<file path="src/rtl/row_predec_pkg.sv">
// Shared definitions for the row pre-decoder sequencer.
//   state_t    : sequencer phases IDLE / ACTIVE / PRECHARGE
//   ADDR_W_MAX : largest supported row-address width
//   CYC_MAX    : largest phase length the 4-bit phase counter can time
package row_predec_pkg;

  localparam int unsigned ADDR_W_MAX = 6;
  localparam int unsigned CYC_MAX    = 15;

  typedef enum logic [1:0] {
    IDLE      = 2'd0,
    ACTIVE    = 2'd1,
    PRECHARGE = 2'd2
  } state_t;

endpackage

</file>
<file path="src/rtl/onehot_dec_n.sv">
// Combinational one-hot-low decoder.
//   i_addr  : ADDR_W-bit row address
//   o_dec_n : 2**ADDR_W outputs, bit i_addr low, all others high
module onehot_dec_n #(
  parameter int unsigned ADDR_W = 2
) (
  input  logic [ADDR_W-1:0]        i_addr,
  output logic [(1<<ADDR_W)-1:0]   o_dec_n
);

  always_comb begin
    o_dec_n         = '1;
    o_dec_n[i_addr] = 1'b0;
  end

endmodule

</file>
<file path="src/rtl/row_predec_seq.sv">
// Row pre-decoder sequencer: accepts a row address, drives one active-low
// wordline for PULSE_CYC cycles, precharges for PRE_CYC cycles, then
// pulses done and returns to IDLE.
// Ports:
//   clk, rst_n        : clock, asynchronous active-low reset
//   req_valid/req_ready, req_addr : request handshake and row address
//   addr_par          : odd parity over req_addr (only with ROW_PREDEC_PARITY_EN)
//   wl_n              : registered one-hot-low wordline select
//   busy              : access in progress (state not IDLE)
//   done              : one-cycle completion pulse on first IDLE cycle
//   err               : one-cycle parity-error pulse (tied 0 without the macro)
// Build option: define ROW_PREDEC_PARITY_EN to enable address parity checking.
module row_predec_seq
  import row_predec_pkg::*;
#(
  parameter int unsigned ADDR_W    = 2,
  parameter int unsigned PULSE_CYC = 2,
  parameter int unsigned PRE_CYC   = 1
) (
  input  logic                     clk,
  input  logic                     rst_n,
  input  logic                     req_valid,
  input  logic [ADDR_W-1:0]        req_addr,
`ifdef ROW_PREDEC_PARITY_EN
  input  logic                     addr_par,
`endif
  output logic                     req_ready,
  output logic [(1<<ADDR_W)-1:0]   wl_n,
  output logic                     busy,
  output logic                     done,
  output logic                     err
);

  if (ADDR_W < 1 || ADDR_W > ADDR_W_MAX ||
      PULSE_CYC < 1 || PULSE_CYC > CYC_MAX ||
      PRE_CYC < 1 || PRE_CYC > CYC_MAX) begin : g_bad_cfg
    $error("row_predec_seq: parameter out of range");
  end

  // Phase counter is loaded with length-1 and the phase ends when it reads 0.
  localparam logic [3:0] PULSE_LD = 4'(PULSE_CYC - 1);
  localparam logic [3:0] PRE_LD   = 4'(PRE_CYC - 1);

  state_t                    r_state;
  logic [3:0]                r_cnt;
  logic [(1<<ADDR_W)-1:0]    r_wl_n;
  logic                      r_ready;
  logic                      r_done;
  logic [(1<<ADDR_W)-1:0]    w_dec_n;
  logic                      w_accept;
  logic                      w_par_ok;

  onehot_dec_n #(.ADDR_W(ADDR_W)) u_dec (
    .i_addr  (req_addr),
    .o_dec_n (w_dec_n)
  );

  assign w_accept = req_valid && r_ready;

`ifdef ROW_PREDEC_PARITY_EN
  logic r_err;
  assign w_par_ok = ^{req_addr, addr_par};
  assign err      = r_err;
`else
  assign w_par_ok = 1'b1;
  assign err      = 1'b0;
`endif

  always_ff @(posedge clk or negedge rst_n) begin
    if (!rst_n) begin
      r_state <= IDLE;
      r_cnt   <= '0;
      r_wl_n  <= '1;
      r_ready <= 1'b0;
      r_done  <= 1'b0;
`ifdef ROW_PREDEC_PARITY_EN
      r_err   <= 1'b0;
`endif
    end else begin
      r_done <= 1'b0;
`ifdef ROW_PREDEC_PARITY_EN
      r_err  <= 1'b0;
`endif
      case (r_state)
        IDLE: begin
          r_ready <= 1'b1;
          if (w_accept) begin
            r_ready <= 1'b0;
            if (w_par_ok) begin
              r_state <= ACTIVE;
              r_cnt   <= PULSE_LD;
              r_wl_n  <= w_dec_n;
            end else begin
              // Bad address: skip the wordline pulse, still precharge and report done.
              r_state <= PRECHARGE;
              r_cnt   <= PRE_LD;
`ifdef ROW_PREDEC_PARITY_EN
              r_err   <= 1'b1;
`endif
            end
          end
        end
        ACTIVE: begin
          if (r_cnt == '0) begin
            r_state <= PRECHARGE;
            r_cnt   <= PRE_LD;
            r_wl_n  <= '1;
          end else begin
            r_cnt <= r_cnt - 4'd1;
          end
        end
        PRECHARGE: begin
          if (r_cnt == '0) begin
            r_state <= IDLE;
            r_ready <= 1'b1;
            r_done  <= 1'b1;
          end else begin
            r_cnt <= r_cnt - 4'd1;
          end
        end
        default: begin
          r_state <= IDLE;
          r_cnt   <= '0;
          r_wl_n  <= '1;
          r_ready <= 1'b0;
        end
      endcase
    end
  end

  assign req_ready = r_ready;
  assign wl_n      = r_wl_n;
  assign busy      = (r_state != IDLE);
  assign done      = r_done;

endmodule

</file>
<file path="config.mk">
export PLATFORM = sky130hd
export DESIGN_NAME = row_predec_seq
export DESIGN_NICKNAME = d
export VERILOG_FILES = /design/src/rtl/row_predec_pkg.sv /design/src/rtl/onehot_dec_n.sv /design/src/rtl/row_predec_seq.sv
export SDC_FILE = /design/constraint.sdc
export NUM_CORES = 1
export LEC_CHECK = 0
export ABC_AREA = 1
export CAP_MARGIN = 10
export CORE_MARGIN = 1.5
export CORE_UTILIZATION = 48
export DETAILED_ROUTE_END_ITERATION = 12
export PLACE_DENSITY = 0.75
export SETUP_SLACK_MARGIN = 0.4
export SYNTH_ARGS = -nofsm -noshare
export SYNTH_HDL_FRONTEND = slang
export SYNTH_SLANG_ARGS = --single-unit
</file>
<file path="constraint.sdc">
create_clock -name clk -period 1.57 [get_ports clk]
set_input_delay 0.157 -clock clk [delete_from_list [all_inputs] [get_ports clk]]
set_output_delay 0.157 -clock clk [all_outputs]
set_load 0.1 [all_outputs]
</file>
==> results.sh, run 1 <==
export IMPL_drt_initial_drc_count=6
export IMPL_cp_arrival_ns=1.17
export IMPL_pin_count=13
export IMPL_critPathLaunchType="register"
export IMPL_grt_antenna_before_repair=0
export IMPL_route_detailed_drc=0
export IMPL_fmax_mhz=751.2
export IMPL_grt_pass1_vias=594
export IMPL_setup_viol=0
export IMPL_required_ns=1.41
export IMPL_ys_seq_elements=12
export IMPL_dp_hpwl_um=1068
export IMPL_routed_wirelength_um=1666
export IMPL_area_delta_synth_final_pct=62.15
export IMPL_path_class="register to primary output"
export IMPL_period_share=0.8478
export IMPL_ys_flop_type="dfrtp_1"
export IMPL_synth_seq_area_share=0.4527
export IMPL_die_area_mm2=0.001639
export IMPL_multi_input_area_um2=411.6
export IMPL_dr_pass1_iters=2
export IMPL_hold_viol=0
export IMPL_layout_nets=116
export IMPL_cap_viol_max_count=0
export IMPL_layout_cells_non_filler=123
export IMPL_endpoint_kind="primary output"
export IMPL_ant_nets=0
export IMPL_top_layer="met4"
export IMPL_clk_latency_ns=0.28
export IMPL_synth_edf_count=0
export IMPL_setup_tns_final_ns=0
export IMPL_wl_per_cell_um=13.54
export IMPL_die_width_um=40.49
export IMPL_cts_sinks=12
export IMPL_period_needed_ns=1.331
export IMPL_core_area_mm2=0.001301
export IMPL_synth_largest_area_cell="dfrtp_1"
export IMPL_grt_ovfl_total=0
export IMPL_regToRegSetupSlack_ns=0.28
export IMPL_cp_max_fo=2
export IMPL_num_vias=608
export IMPL_synth_cell_types=21
export IMPL_slew_viol_final=0
export IMPL_syn_area_um2=674.4
export IMPL_dp_cells=108
export IMPL_status="complete, no violations"
export IMPL_synth_area_top_cells="dfrtp_1 (30%), dfstp_2 (16%), nand2_1 (12%), inv_1 (5.6%), ha_1 (3.7%)"
export IMPL_syn_avg_cell_area_um2=8.224
export IMPL_fp_dieH_um=40.49
export IMPL_cts_tree="done"
export IMPL_fillers=78
export IMPL_netlist_area_leader_share=0.2968
export IMPL_syn_num_nets=89
export IMPL_wl_met1_um=687
export IMPL_wl_met3_um=28
export IMPL_via_per_inst=4.943
export IMPL_dr_wl_met2_um=925
export IMPL_grt_pass1_wl_um=2559
export IMPL_grt_max_degree=13
export IMPL_synthArstFlopShare=1.000
export IMPL_drive_above_1_share=0.5463
export IMPL_clock_path_buffers=2
export IMPL_rsz0062_at_grt="true"
export IMPL_path_clk_slew_ns=0.08
export IMPL_gr_usage_all_layers=0.2486
export IMPL_start_util=0.5183
export IMPL_netlist_instances=82
export IMPL_seq_area_um2=311.5
export IMPL_clock_skew_ns=0.01065
export IMPL_clockRootBuffer="clkbuf_4"
export IMPL_port_buffers=11
export IMPL_diodes=0
export IMPL_row_count=13
export IMPL_hp_class="primary input to asynchronous set/reset pin"
export IMPL_cts_made_buffers=3
export IMPL_gp_congestion=0.7483
export IMPL_htree_levels=1
export IMPL_synth_warnings=0
## worst max-delay path, cell delays in order, from the launching register on
cell	delay, ns
dfrtp_2	0.43
nor2_4	0.15
clkinvlp_4	0.14
buf_12	0.18
## timing repair
action | in CTS | in global routing
setup buffers | 8 | 2
resized for setup | 11 | 10
pin swaps | 4 | 5
endpoints found under the setup margin | 14 | 16
gates cloned | 1 | 0
hold buffers | 0 | 0
## layer usage
metal,global-route usage,vias to the layer above
li1,-,312
met1,0.2837,284
met2,0.4444,8
met3,0.03333,4
met4,0.1250,0
met5,0,-
## metrics by stage
| step | hold WS (ns) | instance area [um^2] | utilization | setup slack, ns |
|---|---|---|---|---|
| 6_report | 0.1682 | 1094 | 0.8404 | 0.2389 |
| 5_1_grt | 0.2002 | 1094 | 0.8404 | 0.1935 |
| 4_1_cts | 0.1691 | 1052 | 0.8087 | 0.2449 |
| 3_5_place_dp | 0.4715 | 918.4 | 0.7058 | 0.3143 |
| 3_3_place_gp | 0.4704 | 918.4 | 0.7058 | 0.3548 |
| 2_1_floorplan | -0.1386 | 719.4 | - | 0.08635 |
## flip-flops by register name, summed over array words and instances, names as in the netlist
register	flops
done	1
r_cnt	4
r_state	2
req_ready	1
wl_n	4
## cell type report
cell class                      instances  share of cell area
Multi-Input combinational cell         57              0.3764
Sequential cell                        12              0.2849
Timing Repair Buffer                   22              0.2471
Inverter                               13             0.05034
Clock buffer                            4             0.02403
Tap cell                               15             0.01716
## cell usage after synthesis, types with 2 or more instances
master   count
inv_2        3
dfstp_2      4
nor3_1       5
nand3_1      4
nand2_4      2
inv_1       10
o21ai_0      3
nor2_4       2
ha_1         2
dfrtp_1      8
nand2_1     22
nand2_2      2
o21ai_1      4
nor2_1       4
## logic make-up after synthesis
logic type,after synthesis,share of synthesized area
simple gates,45,0.3562
compound gates,7,0.05194
other cells,1,0.005561
buf+inv,14,0.08350
xor+xnor,1,0.01299
flops,12,0.4527
fa+ha+maj,2,0.03710
## path summary, 6_finish.rpt
check	from	to	cells past startpoint
max in group asynchronous	rst_n	wl_n[3]$_DFFE_PN1P_	2
min in group clk	req_valid	r_state[0]$_DFFE_PN0P_	3
worst max-delay path	r_state[1]$_DFFE_PN0P_	busy	3
worst min register to register	wl_n[2]$_DFFE_PN1P_	wl_n[2]$_DFFE_PN1P_	2
worst min-delay path	rst_n	r_cnt[0]$_DFFE_PN0P_	2
worst max register to register	r_state[1]$_DFFE_PN0P_	req_ready$_DFFE_PN0P_	8
## placed cells by master (no fill, tap or decap), types with 4 or more instances in the layout
master | Yosys | routed
nor3_2 | 0 | 4
nand2_2 | 2 | 7
dfstp_2 | 4 | 4
nand2_1 | 22 | 16
buf_12 | 0 | 7
inv_1 | 10 | 6
o21ai_1 | 4 | 6
dfrtp_1 | 8 | 5
nor2_4 | 2 | 4
clkdlybuf4s50_1 | 0 | 4
inv_2 | 3 | 5
buf_4 | 1 | 9
Power of run 1 is left out: the tool's default activity adds up to more than one toggle a clock period on the data nets, which glitch-free logic cannot reach.
==> run 2, diff against run 1 <==
Settings changed: CORE_UTILIZATION 48 to 44, PLACE_DENSITY 0.75 to 0.72.
Clock period 1.57 ns to 1.1 ns, I/O delays scaled along.
==> results.sh, run 2 (synthesized netlist as in run 1, its figures left out) <==
export IMPL_die_width_um=42.15
export IMPL_cap_viol_max_count=0
export IMPL_stdcell_area_mm2=0.001235
export IMPL_grt_ovfl_total=0
export IMPL_cts_hold_buffers=0
export IMPL_cts_sinks=12
export IMPL_critPathLaunchType="register"
export IMPL_cts_tree="done"
export IMPL_diodes=0
export IMPL_path_clk_slew_ns=0.08
export IMPL_route_detailed_drc=0
export IMPL_placed_area_mm2=0.001018
export IMPL_required_ns=1.27
export IMPL_endpoint_kind="register"
export IMPL_period_needed_ns=1.307
export IMPL_cts_made_buffers=3
export IMPL_drt_initial_drc_count=25
export IMPL_port_buffers=11
export IMPL_gp_congestion=0.7381
export IMPL_fmax_mhz=765.2
export IMPL_row_count=13
export IMPL_grt_pass1_wl_um=3367
export IMPL_critPathSlowestCell="dfrtp_1"
export IMPL_dr_pass1_iters=4
export IMPL_htree_levels=1
export IMPL_grt_antenna_before_repair=0
export IMPL_hold_viol=0
export IMPL_die_area_mm2=0.001777
export IMPL_setup_ws_ns=-0.2069
export IMPL_cp_max_fo=2
export IMPL_path_class="register to register"
export IMPL_wl_per_cell_um=16.13
export IMPL_grt_pass1_vias=756
export IMPL_dp_hpwl_um=1201
export IMPL_period_share=1.188
export IMPL_setup_viol=18
export IMPL_core_area_mm2=0.001366
export IMPL_layout_nets=124
export IMPL_pin_count=13
export IMPL_area_delta_synth_final_pct=83.12
export IMPL_final_common_cell="nand2_1"
export IMPL_ant_nets=0
export IMPL_critPathBufInv=1
export IMPL_hp_class="primary input to asynchronous set/reset pin"
export IMPL_via_per_inst=5.260
export IMPL_slew_viol_final=0
export IMPL_rsz0062_at_grt="true"
export IMPL_start_util=0.4936
export IMPL_failed_checks="setup timing"
export IMPL_cp_slowest_stage_delay_ns=0.40
export IMPL_fillers=59
export IMPL_clock_skew_ns=0.008141
export IMPL_status="finished, violations left"
export IMPL_gr_usage_all_layers=0.2590
export IMPL_final_cell_mix="nand2_1 (19), buf_4 (15), buf_12 (7)"
export IMPL_fp_dieH_um=42.15
export IMPL_clock_path_buffers=2
export IMPL_crit_family="simple AND/OR/NAND/NOR gates"
export IMPL_num_vias=689
export IMPL_crit_chain="buf_4, nor3_1, nand4_1, nand2_1, nor2_1"
export IMPL_clockRootBuffer="clkbuf_4"
export IMPL_routed_wirelength_um=2113
export IMPL_cp_arrival_ns=1.48
export IMPL_clk_latency_ns=0.28
export IMPL_drive_above_1_share=0.6379
export IMPL_grt_max_degree=13
==> run 2: cell count changes in the layout (fill, tap and decap cells not counted), moves of 3 or more <==
cell | previous run | this run
o21ai_1 | 6 | 2
buf_4 | 9 | 15
dfstp_4 | 0 | 4
dfstp_2 | 4 | 0
nand2_2 | 7 | 3
nand2_1 | 16 | 19
o21ai_2 | 1 | 5
==> run 2: area by class of cell <==
type | count | area [um^2] | share of cell area
Inverter | 13 | 60.06 | 0.04863
Timing Repair Buffer | 30 | 337.8 | 0.2736
Tap cell | 15 | 18.77 | 0.01520
Clock buffer | 4 | 36.28 | 0.02938
Multi-Input combinational cell | 57 | 451.7 | 0.3658
Sequential cell | 12 | 330.3 | 0.2675
==> run 2: through the flow <==
stage / std cells / hold WS, ns / setup WS (ns) / TNS, ns / utilization
floorplan: 82 / -0.1856 / -0.3809 / -2.485 / -
global placement: 115 / 0.4231 / -0.06525 / -0.3130 / 0.7454
detailed placement: 115 / 0.4233 / -0.07390 / -0.5720 / 0.7454
CTS: 127 / 0.1162 / -0.1940 / -1.735 / 0.8544
global route: 131 / 0.1514 / -0.2961 / -2.934 / 0.9038
finish: 131 / 0.1180 / -0.2069 / -2.231 / 0.9038
==> run 2: metal layers <==
layer	up-vias	GRT usage	share of wire
li1	327	-	-
met1	325	0.3027	0.43
met2	25	0.4250	0.48
met3	12	0.05603	0.027
met4	0	0.1688	0.061
met5	-	0	0
==> run 2: final timing paths <==
path | slack, ns | cells after the start | start | to
setup reg to reg | -0.21 | 5 | r_cnt[1]$_DFFE_PN0P_ | r_cnt[3]$_DFFE_PN0P_
hold reg to reg | 0.60 | 2 | wl_n[2]$_DFFE_PN1P_ | wl_n[2]$_DFFE_PN1P_
max in group asynchronous | 0.74 | 2 | rst_n | wl_n[1]$_DFFE_PN1P_
min in group clk | 0.49 | 3 | req_valid | r_state[0]$_DFFE_PN0P_
hold / removal | 0.12 | 2 | rst_n | r_state[0]$_DFFE_PN0P_
setup / recovery | -0.21 | 5 | r_cnt[1]$_DFFE_PN0P_ | r_cnt[3]$_DFFE_PN0P_
==> run 2: what timing repair did <==
| item | in CTS | in global routing |
|---|---|---|
| gates cloned | 1 | 0 |
| setup buffers | 7 | 4 |
| gates resized for setup | 13 | 11 |
| pin swaps | 3 | 4 |
| setup endpoints to repair | 19 | 19 |
Power of run 2 is left out for the same reason.
